<file path="config.mk">
export PLATFORM = sky130hd
export DESIGN_NAME = song_reader
export DESIGN_NICKNAME = d
export VERILOG_FILES = /design/src/rtl/song_reader.sv
export SDC_FILE = /design/constraint.sdc
export NUM_CORES = 1
export LEC_CHECK = 0
export ABC_AREA = 1
export BUFFER_PORTS_ARGS = -buffer_cell sky130_fd_sc_hd__clkbuf_2
export CELL_PAD_IN_SITES_DETAIL_PLACEMENT = 0
export CELL_PAD_IN_SITES_GLOBAL_PLACEMENT = 1
export CORE_UTILIZATION = 38
export DETAILED_ROUTE_END_ITERATION = 7
export GPL_TIMING_DRIVEN = 0
export PLACE_DENSITY = 0.88
export SYNTH_ARGS = -nofsm -noshare
export SYNTH_HDL_FRONTEND = slang
export SYNTH_SLANG_ARGS = --single-unit
export TNS_END_PERCENT = 100
</file>
<file path="constraint.sdc">
create_clock -name clk -period 1.6 [get_ports clk]
set_input_delay 0 -clock clk [delete_from_list [all_inputs] [get_ports clk]]
set_output_delay 0 -clock clk [all_outputs]
set_load 0.02 [all_outputs]
</file>
<file path="src/rtl/song_reader.sv">
// Note sequencer: walks the {note,duration} words of one song in the song ROM and hands them to the note player.
// Optional build macro SONG_READER_REPEAT_EN: loop the current song instead of pulsing song_done at its end.
module song_reader #(
  parameter int ADDR_BITS = 5,
  parameter int NOTE_BITS = 6,
  parameter int DUR_BITS  = 6
) (
  input  logic                          clk,
  input  logic                          reset,
  input  logic                          play,
  input  logic                          reset_play,
  input  logic [1:0]                    song,
  input  logic                          note_done,
  output logic [ADDR_BITS+1:0]          rom_addr,
  input  logic [NOTE_BITS+DUR_BITS-1:0] rom_data,
  output logic [NOTE_BITS-1:0]          note,
  output logic [DUR_BITS-1:0]           duration,
  output logic                          new_note,
  output logic                          song_done
);

  typedef enum logic [2:0] {
    IDLE,
    FETCH,
    WAIT,
    ISSUE,
    PLAY,
    DONE
  } state_t;

  localparam logic [ADDR_BITS-1:0] LAST_INDEX = '1;

  state_t                        state;
  state_t                        state_next;
  logic [ADDR_BITS-1:0]          note_index;
  logic [ADDR_BITS-1:0]          index_next;
  logic [1:0]                    fetch_song;
  logic [NOTE_BITS+DUR_BITS-1:0] rom_word;
  logic                          restart;
  logic                          start_fetch;
  logic                          capture;
  logic                          issue;
  logic                          finish;

  // In IDLE the index is already 0 and the next fetch latches the new song, so a song change there needs no restart.
  assign restart = reset_play || ((state != IDLE) && (song != fetch_song));

  always_comb begin
    state_next  = state;
    index_next  = note_index;
    start_fetch = 1'b0;
    capture     = 1'b0;
    issue       = 1'b0;
    finish      = 1'b0;
    if (restart) begin
      state_next = IDLE;
      index_next = '0;
    end else begin
      case (state)
        IDLE: begin
          if (play) begin
            state_next  = FETCH;
            start_fetch = 1'b1;
          end
        end
        FETCH: state_next = WAIT;
        WAIT: begin
          capture = 1'b1;
          if (rom_data[DUR_BITS-1:0] == '0) begin
            state_next = DONE;
          end else begin
            state_next = ISSUE;
          end
        end
        ISSUE: begin
          if (play) begin
            issue      = 1'b1;
            state_next = PLAY;
          end
        end
        PLAY: begin
          if (note_done) begin
            if (note_index == LAST_INDEX) begin
              state_next = DONE;
            end else begin
              index_next  = note_index + 1'b1;
              state_next  = FETCH;
              start_fetch = 1'b1;
            end
          end
        end
        DONE: begin
          index_next = '0;
`ifdef SONG_READER_REPEAT_EN
          state_next  = FETCH;
          start_fetch = 1'b1;
`else
          state_next = IDLE;
          finish     = 1'b1;
`endif
        end
        default: begin
          state_next = IDLE;
          index_next = '0;
        end
      endcase
    end
  end

  // rom_addr is loaded on entry to FETCH so the registered ROM answers during WAIT.
  always_ff @(posedge clk) begin
    if (reset) begin
      state      <= IDLE;
      note_index <= '0;
      fetch_song <= '0;
      rom_addr   <= '0;
      rom_word   <= '0;
      note       <= '0;
      duration   <= '0;
      new_note   <= 1'b0;
      song_done  <= 1'b0;
    end else begin
      state      <= state_next;
      note_index <= index_next;
      new_note   <= issue;
      song_done  <= finish;
      if (start_fetch) begin
        rom_addr   <= {song, index_next};
        fetch_song <= song;
      end
      if (capture) begin
        rom_word <= rom_data;
      end
      if (issue) begin
        note     <= rom_word[DUR_BITS +: NOTE_BITS];
        duration <= rom_word[DUR_BITS-1:0];
      end
    end
  end

endmodule

</file>
==> metrics, run 1 <==
Synth Area in Simple Gates=32.4%; R2R setup slack=0.17 ns; Mapped Nets=262; CP Capture Type=register; Routed WL=4200 microns; Die ar.=0.00515 sq mm; initial DRC count=94; # fillers=465; FF-to-FF path depth=8; worst setup path class=reg -> reg; status=finished clean; VDD IR max=0.693 mV; WP data arrival=1.63 ns; post-synth cell types=29; Mapped Area=0.00185 sq mm; Ys Warns=0; overall power=2270 uW; IO Pins=40; antenna-violating nets left=0; CTS root buf=clkbuf_8; number of global-route vias before repair=1620; core footprint=0.00469 sq mm; Num Clock Sinks=41; commonest cells after routing, fill and taps aside=44 x nor2_1, 39 x dfxtp_1, 38 x clkbuf_2, 37 x nand2_1, 22 x nand3_1; Final Hold Vio Count=0; Mapped Cells=242; CTS buffer count=5; f_max=698 MHz; largest net degree at the start of global routing=15; port buffer count=38; Final nets=323; hold path start=reset_play; Yosys reg bits=41; Req. time, crit path=1.79 ns; Total Routing Usage GR=17.7%; main combinational cell family by area after synthesis=simple AND/OR/NAND/NOR gates; post-synthesis mux area share=0%; Worst Hold End=note_index[0]$_SDFF_PP0_; RR Startpoint=note_index[0]$_SDFF_PP0_; DP Wirelength=2900 microns; initial antenna violation count=0; Max-slew headroom=69.3%; Max clock buf depth=2; reg2reg end=rom_addr[3]$_SDFFE_PP0P_; vias per inst=4.82; Final period util=89.5%; Adder-Cell Fraction of Synth Area=0.676%; wire length per cell=11.7 microns; clock transition at the registers of the reported paths=0.08 ns; die span in x=71.8 microns; Residual DRC=0; RSZ-0062 raised after global routing=false; Hold WC Path Type=in -> reg; num rows=25; clock latency at the later pin of the worst-skew pair=0.29 ns; first-pass GRT wire length=7070 microns; layout cells sized above 1=26.6%; Post-Synth XOR/XNOR Area=0.947%; Seq/Total Area, Yosys=44.4%; Fin Hold WS=0.0451 ns; antenna cell count=0; final clock skew=0.00477 ns; CTS tree=yes; Setup Viol. Count Final=0; gr ovfl total=0; Die Height=71.8 microns; final critical-path required period=1.43 ns; Slew Limit Fails=0; CP startpoint kind=register; syn_area_per_cell=7.65 sq um; hold depth=4; measured slew at the worst slew-check pin=0.461 ns; Placer Congestion=0.802; 1st-pass router iterations=4; PD cells=939 mW/mm^2; worst-path fanout max=6; via count=1725; Leak=0.00105 uW; H-tree levels=2; number of max-cap violations=0; Final TNS setup=0 ns; Synth Area in Compound Gates=13.4%; commonest non-fill, non-tap cell in the layout=nor2_1; Initial Util=39.4%; area growth from synthesis to layout=30.7%
-- cell usage after synthesis --
cell type | n | area, sq um
a21o_1 | 1 | 7.51
a21oi_1 | 17 | 85.1
a21oi_2 | 1 | 8.76
a31oi_1 | 1 | 6.26
buf_2 | 1 | 5.00
buf_6 | 6 | 67.6
clkbuf_1 | 2 | 7.51
dfxtp_1 | 41 | 821
ha_1 | 1 | 12.5
inv_1 | 11 | 41.3
inv_2 | 6 | 22.5
inv_6 | 1 | 8.76
nand2_1 | 37 | 139
nand2_2 | 3 | 18.8
nand2_4 | 4 | 45.0
nand3_1 | 22 | 110
nand4_1 | 2 | 12.5
nor2_1 | 44 | 165
nor2_2 | 3 | 18.8
nor2_4 | 4 | 45.0
nor2_8 | 1 | 20.0
nor3_1 | 3 | 15.0
nor3_2 | 1 | 10.0
o21a_1 | 1 | 7.51
o21ai_0 | 21 | 105
o21ai_1 | 4 | 20.0
o21bai_1 | 1 | 7.51
xnor2_1 | 1 | 8.76
xor2_1 | 1 | 8.76
-- logic make-up (layout without fill, tap and decap cells) --
group | Yosys count | count (layout)
simple gates | 124 | 124
compound gates | 47 | 47
flops | 41 | 41
buf+inv | 27 | 89
xor+xnor | 2 | 2
fa+ha+maj | 1 | 1
-- metrics by stage --
stage	area (sq um)	utilization [%]	cells	setup WS, ns
finish	2420	51.5	358	0.168
global route	2420	51.5	358	0.0301
CTS	2400	51.1	357	0.0876
detailed placement	2110	44.9	334	0.110
global placement	2110	44.9	334	0.121
floorplan	1850	-	242	0.228
-- cell type report --
cell class | count | area (sq um) | area share [%]
Multi-Input combinational cell | 174 | 890 | 36.8
Sequential cell | 41 | 823 | 34.0
Timing Repair Buffer | 54 | 348 | 14.4
Buffer | 9 | 80.1 | 3.31
Inverter | 18 | 72.6 | 3.00
Clock buffer | 5 | 68.8 | 2.85
Clock inverter | 3 | 68.8 | 2.85
Tap cell | 54 | 67.6 | 2.79
-- report_power, final --
| part | internal (uW) | switching (uW) | leakage, uW |
|---|---|---|---|
| Sequential | 1040 | 10.9 | 0.000332 |
| Clock | 628 | 381 | 0.0000687 |
| Combinational | 88.3 | 127 | 0.000647 |
| Total | 1750 | 519 | 0.00105 |
-- state kept, by name (all words and copies together), names as in the netlist --
| name | count |
|---|---|
| new_note | 1 |
| duration | 6 |
| song_done | 1 |
| note_index | 5 |
| note | 6 |
| rom_addr | 7 |
| state | 3 |
| rom_word | 12 |
-- per-layer routing --
layer  routed length [microns]  vias to the layer above  track usage (%)
li1                          -                      911                -
met1                      1950                      772             21.4
met2                      2030                       36             31.1
met3                       170                        6             4.36
met4                        49                        0             5.23
met5                         0                        -                0
-- worst max-delay path by stage --
stage | end | depth (start not counted) | startpoint | slack, ns
5_1_grt | rom_addr[0]$_SDFFE_PP0P_ | 9 | note_index[0]$_SDFF_PP0_ | 0.03
2_1_floorplan | rom_word[10]$_SDFFE_PP0P_ | 9 | rom_addr[6]$_SDFFE_PP0P_ | 0.23
6_report | rom_addr[3]$_SDFFE_PP0P_ | 8 | note_index[0]$_SDFF_PP0_ | 0.17
3_3_place_gp | rom_addr[1]$_SDFFE_PP0P_ | 8 | note_index[0]$_SDFF_PP0_ | 0.12
3_5_place_dp | rom_addr[1]$_SDFFE_PP0P_ | 7 | note_index[0]$_SDFF_PP0_ | 0.11
4_1_cts | rom_addr[1]$_SDFFE_PP0P_ | 7 | note_index[0]$_SDFF_PP0_ | 0.09
-- critical path, cell delays in order, from the launching register on --
cell,delay (ns)
dfxtp_2,0.38
ha_4,0.16
nand4_1,0.20
nand3_1,0.16
nand2_2,0.08
inv_1,0.10
nor2_4,0.06
o21ai_0,0.14
nor2_1,0.05
-- repair_timing --
| action | CTS | global route |
|---|---|---|
| hold endpoints to repair | 15 | 0 |
| endpoints found under the setup margin | 0 | 8 |
| setup buffers | 0 | 1 |
| gates resized for setup | 0 | 6 |
| hold buffers | 15 | 0 |
(Power assumes the default switching activity.)
==> inputs of run 2 (changes only) <==
RECOVER_POWER = 50   (was unset)
==> run 2 against run 1 <==
  * Hold slack about the same
  * Critical path depth unchanged
  * First-iteration DRC count decreased by 2.1%
  * Sequential cell count unchanged
  * Clock power about the same
  * Sequential share of layout area increased by 0.41 points
  * Final area decreased by 1.2%
  * Highest routed layer unchanged
==> metrics, run 2 (synthesized netlist as in run 1, its figures left out) <==
status=finished clean (unchanged); antenna-violating nets left=0 (unchanged); Post-Layout Inst Area=0.00239 sq mm (was 0.00242 sq mm); RR Startpoint=note_index[0]$_SDFF_PP0_ (unchanged); Max-slew headroom=69.2% (was 69.3%); most flop-heavy register=rom_word (unchanged); measured slew at the worst slew-check pin=0.462 ns (was 0.461 ns); Routed WL=4210 microns (was 4200 microns); first-pass GRT wire length=7070 microns (unchanged); clock transition at the registers of the reported paths=0.08 ns (about the same); clock latency at the later pin of the worst-skew pair=0.29 ns (about the same); Clock Power Share=44.5% (was 44.4%); FF-to-FF path depth=8 (unchanged); R2R setup slack=0.17 ns (about the same); VDD IR max=0.690 mV (was 0.693 mV); Fin Hold WS=0.0446 ns (was 0.0451 ns); DP Area=0.00211 sq mm (unchanged); Initial Util=39.4% (unchanged); Sw Ratio=22.8% (about the same); Leak=0.000977 uW (was 0.00105 uW); WP data arrival=1.62 ns (was 1.63 ns); number of global-route vias before repair=1620 (unchanged); commonest cells after routing, fill and taps aside=44 x nor2_1, 39 x dfxtp_1, 38 x nand2_1, 23 x clkbuf_1, 22 x nand3_1 (was 44 x nor2_1, 39 x dfxtp_1, 38 x clkbuf_2, 37 x nand2_1, 22 x nand3_1); CTS buffer count=5 (unchanged); Setup Viol. Count Final=0 (unchanged); Final period util=89.3% (was 89.5%); number of max-cap violations=0 (unchanged); met3 usage=4.36% (unchanged); Int Power=1750 uW (about the same); via count=1722 (was 1725); # fillers=469 (was 465); area growth from synthesis to layout=29.1% (was 30.7%); antenna cell count=0 (unchanged); max FFs per register=12 (unchanged); wire length per cell=11.8 microns (was 11.7 microns); vias per inst=4.81 (was 4.82); Total Routing Usage GR=17.7% (unchanged); final clock skew=0.00379 ns (was 0.00477 ns); commonest non-fill, non-tap cell in the layout=nor2_1 (unchanged); GRT Max-Usage Layer=met2 (unchanged); hold path start=reset_play (unchanged); 1st-pass router iterations=4 (unchanged); layout cells sized above 1=19.1% (was 26.6%); CTS root buf=clkbuf_8 (unchanged); CP Capture Type=register (unchanged); Die ar.=0.00515 sq mm (unchanged); num rows=25 (unchanged); port buffer count=38 (unchanged); largest net degree at the start of global routing=15 (unchanged); f_max=700 MHz (was 698 MHz); Final Hold Vio Count=0 (unchanged); worst setup path class=reg -> reg (unchanged); share of power burned in registers=46.2% (was 46.1%); Comb pwr share=9.3% (was 9.5%); CP startpoint kind=register (unchanged); initial antenna violation count=0 (unchanged); Slew Limit Fails=0 (unchanged); Final nets=323 (unchanged); CTS tree=yes (unchanged); initial DRC count=92 (was 94); PD cells=949 mW/mm^2 (was 939 mW/mm^2); met2 GRT Util=31.1% (unchanged); Req. time, crit path=1.79 ns (about the same); die span in x=71.8 microns (unchanged); gr ovfl total=0 (unchanged); Num Clock Sinks=41 (unchanged); Final TNS setup=0 ns (unchanged); reg2reg end=rom_addr[3]$_SDFFE_PP0P_ (unchanged); Placer Congestion=0.802 (unchanged); Die Height=71.8 microns (unchanged); Hold WC Path Type=in -> reg (unchanged); Worst Hold End=note_index[0]$_SDFF_PP0_ (unchanged); DP Wirelength=2900 microns (unchanged); RSZ-0062 raised after global routing=false (unchanged); final critical-path required period=1.43 ns (about the same); IO Pins=40 (unchanged); worst-path fanout max=6 (unchanged); core footprint=0.00469 sq mm (unchanged); Residual DRC=0 (unchanged); met1 Use GR=21.4% (unchanged); hold depth=4 (unchanged); H-tree levels=2 (unchanged); biggest regs=rom_word (12), rom_addr (7) (unchanged); Max clock buf depth=2 (unchanged); Net Sw Power=518 uW (was 519 uW)
==> run 2: changes by cell type in the layout (fill, tap and decap cells not counted), sizes merged <==
cell,previous run,this run
clkbuf,45,46
buf,8,7
==> run 2: worst max-delay path by stage <==
stage | start | end | cells past startpoint
5_1_grt | note_index[0]$_SDFF_PP0_ | rom_addr[0]$_SDFFE_PP0P_ | 9
3_5_place_dp | note_index[0]$_SDFF_PP0_ | rom_addr[1]$_SDFFE_PP0P_ | 7
2_1_floorplan | rom_addr[6]$_SDFFE_PP0P_ | rom_word[10]$_SDFFE_PP0P_ | 9
3_3_place_gp | note_index[0]$_SDFF_PP0_ | rom_addr[1]$_SDFFE_PP0P_ | 8
4_1_cts | note_index[0]$_SDFF_PP0_ | rom_addr[1]$_SDFFE_PP0P_ | 7
6_report | note_index[0]$_SDFF_PP0_ | rom_addr[3]$_SDFFE_PP0P_ | 8
==> run 2: power groups by stage <==
stage / Clock, uW / Sequential (uW) / Combinational (uW)
detailed placement: 0 / 1070 / 186
finish: 1010 / 1050 / 212
floorplan: 0 / 1080 / 113
global route: 1060 / 1050 / 234
CTS: 1030 / 1050 / 216
global placement: 0 / 1070 / 186
==> run 2: metal layers <==
metal / share of wire [%] / wire, microns / vias up
met5: 0 / 0 / -
met4: 1.2 / 49 / 0
met3: 4.0 / 170 / 6
met2: 48 / 2030 / 36
met1: 47 / 1960 / 769
li1: - / - / 911
==> run 2: worst max-delay path, stage by stage (launching register included) <==
cell and delay (ns):
dfxtp_2 0.38, ha_4 0.16, nand4_1 0.20, nand3_1 0.16
nand2_2 0.08, inv_1 0.10, nor2_4 0.06, o21ai_0 0.14
nor2_1 0.05
==> run 2: area by class of cell <==
type | instances | area, sq um | share of cell area [%]
inverter | 18 | 72.6 | 3.04
clock inverter | 3 | 68.8 | 2.88
buffer | 9 | 80.1 | 3.35
sequential | 41 | 823 | 34.5
tap | 54 | 67.6 | 2.83
multi-input combinational | 174 | 887 | 37.1
clock buffer | 5 | 68.8 | 2.88
timing repair buffer | 54 | 322 | 13.5
==> run 2: what timing repair did <==
action | CTS | global route
hold endpoints to repair | 15 | 0
buffers inserted | 0 | 1
setup endpoints to repair | 0 | 8
gates resized for setup | 0 | 6
hold buffers | 15 | 0
==> run 2: per-stage QoR <==
step	utilization [%]	cells	setup slack, ns	total power [uW]
CTS	51.1	357	0.0876	2300
global placement	44.9	334	0.121	1260
global route	50.9	358	0.0163	2350
finish	50.9	358	0.170	2270
detailed placement	44.9	334	0.110	1260
floorplan	-	242	0.228	1190
==> inputs of run 3 (changes only) <==
BUFFER_PORTS_ARGS = unset   (was -buffer_cell sky130_fd_sc_hd__clkbuf_2)
CORE_UTILIZATION = 44   (was 38)
DONT_BUFFER_PORTS = 1   (was unset)
==> run 3 against run 2 <==
  * Worst setup slack worse by 0.067 ns
  * Cell count is 11% lower
  * Sequential power hardly changed
  * Critical endpoint is now rom_addr[0]$_SDFFE_PP0P_
  * Highest routed layer unchanged
==> metrics, run 3 (synthesized netlist as in run 1, its figures left out) <==
core footprint=0.00403 sq mm (was 0.00469 sq mm); CP startpoint kind=register (unchanged); Num Clock Sinks=41 (unchanged); f_max=668 MHz (was 700 MHz); overall power=2250 uW (was 2270 uW); layout cells sized above 1=16.0% (was 19.1%); Net Sw Power=515 uW (was 518 uW); worst setup path class=reg -> reg (unchanged); Final Hold Vio Count=0 (unchanged); worst-path fanout max=4 (was 6); WP data arrival=1.72 ns (was 1.62 ns); Finished Layout Cells=318 (was 358); number of global-route vias before repair=1504 (was 1620); Routed WL=4100 microns (was 4210 microns); Leak=0.000887 uW (was 0.000977 uW); via count=1631 (was 1722); Sw Ratio=22.9% (was 22.8%); Fin Hold WS=0.0127 ns (was 0.0446 ns); Die ar.=0.00447 sq mm (was 0.00515 sq mm); biggest regs=rom_word (12), rom_addr (7) (unchanged); Residual DRC=0 (unchanged); Req. time, crit path=1.82 ns (was 1.79 ns); first-pass GRT wire length=6810 microns (was 7070 microns); Max clock buf depth=2 (unchanged); max FFs per register=12 (unchanged); antenna cell count=0 (unchanged); Final period util=93.5% (was 89.3%); VDD IR max=0.560 mV (was 0.690 mV); CTS buffer count=5 (unchanged); post-layout util=55.3% (was 50.9%); hold depth=2 (was 4); area growth from synthesis to layout=20.4% (was 29.1%); Comb pwr share=7.6% (was 9.3%); gr ovfl total=0 (unchanged); most flop-heavy register=rom_word (unchanged); wire length per cell=12.9 microns (was 11.8 microns); number of max-cap violations=0 (unchanged); clock transition at the registers of the reported paths=0.09 ns (was 0.08 ns); 1st-pass router iterations=4 (unchanged); FF-to-FF path depth=8 (unchanged); CTS tree=yes (unchanged); Setup Viol. Count Final=0 (unchanged); Clock Power Share=45.3% (was 44.5%); final critical-path required period=1.50 ns (was 1.43 ns); DP Wirelength=2740 microns (was 2900 microns); commonest non-fill, non-tap cell in the layout=nor2_1 (unchanged); Initial Util=45.9% (was 39.4%); initial DRC count=70 (was 92); share of power burned in registers=47.1% (was 46.2%); CP Capture Type=register (unchanged); die span in x=66.9 microns (was 71.8 microns); vias per inst=5.13 (was 4.81); num rows=23 (was 25); Total Routing Usage GR=20.8% (was 17.7%); H-tree levels=2 (unchanged); IO Pins=40 (unchanged); largest net degree at the start of global routing=15 (unchanged); Die Height=66.9 microns (was 71.8 microns); commonest cells after routing, fill and taps aside=44 x nor2_1, 38 x nand2_1, 38 x dfxtp_1, 22 x nand3_1, 20 x o21ai_0 (was 44 x nor2_1, 39 x dfxtp_1, 38 x nand2_1, 23 x clkbuf_1, 22 x nand3_1); Final nets=287 (was 323); DP Cell Count=292 (was 334); Int Power=1740 uW (was 1750 uW); antenna-violating nets left=0 (unchanged); clock latency at the later pin of the worst-skew pair=0.30 ns (was 0.29 ns); Placer Congestion=0.750 (was 0.802); measured slew at the worst slew-check pin=0.430 ns (was 0.462 ns); final clock skew=0.00638 ns (was 0.00379 ns); CTS root buf=clkbuf_8 (unchanged); status=finished clean (unchanged); Max-slew headroom=71.4% (was 69.2%); Hold WC Path Type=in -> reg (unchanged); Slew Limit Fails=0 (unchanged); initial antenna violation count=0 (unchanged); # fillers=419 (was 469); port buffer count=0 (was 38); PD cells=1010 mW/mm^2 (was 949 mW/mm^2)
[run 3: power groups by stage]
stage	sequential (uW)	combinational [uW]	clock [uW]
floorplan	1080	113	0
global placement	1080	138	0
detailed placement	1080	137	0
CTS	1060	173	1030
global route	1060	191	1080
finish	1060	171	1020
[run 3: worst max-delay path, stage by stage, from the launching register on]
cell	delay (ns)
dfxtp_1	0.38
ha_2	0.23
nand4_1	0.19
buf_4	0.20
nand4_1	0.06
nand2_1	0.07
nor2_1	0.12
nand2_1	0.06
a21oi_1	0.12
[run 3: repair_timing]
action | in CTS | in global routing
setup buffers | 0 | 1
endpoints found under the hold margin | 17 | 0
hold buffers | 17 | 0
gates resized for setup | 0 | 5
endpoints found under the setup margin | 0 | 26
[run 3: metrics by stage]
step / TNS, ns / worst slack (ns) / cell area, sq um
global route: -0.0687 / -0.0329 / 2230
finish: 0 / 0.104 / 2230
CTS: 0 / 0.0405 / 2220
floorplan: 0 / 0.228 / 1850
detailed placement: 0 / 0.0629 / 1910
global placement: 0 / 0.0863 / 1910
[run 3: per-layer routing]
layer	share of wire, %	up-vias	track usage [%]
li1	-	838	-
met1	47	758	25.4
met2	48	33	34.1
met3	4.4	2	6.68
met4	0.83	0	7.18
met5	0	-	0
[run 3: area by class of cell]
type | instances | area (sq um) | share of cell area [%]
well taps | 50 | 62.6 | 2.81
clock inverters | 3 | 68.8 | 3.09
plain buffers | 9 | 80.1 | 3.60
flip-flops and latches | 41 | 825 | 37.0
multi-input cells | 174 | 872 | 39.2
clock buffers | 5 | 68.8 | 3.09
inverters | 18 | 72.6 | 3.26
repair buffers | 18 | 178 | 7.98
[run 3: worst paths after layout]
| kind | start | end | slack (ns) |
|---|---|---|---|
| setup / recovery | note_index[1]$_SDFF_PP0_ | rom_addr[0]$_SDFFE_PP0P_ | 0.10 |
| hold / removal | play | new_note$_SDFF_PP0_ | 0.01 |
| setup reg to reg | note_index[1]$_SDFF_PP0_ | rom_addr[0]$_SDFFE_PP0P_ | 0.10 |
| hold reg to reg | rom_word[2]$_SDFFE_PP0P_ | duration[2]$_SDFFE_PP0P_ | 0.49 |
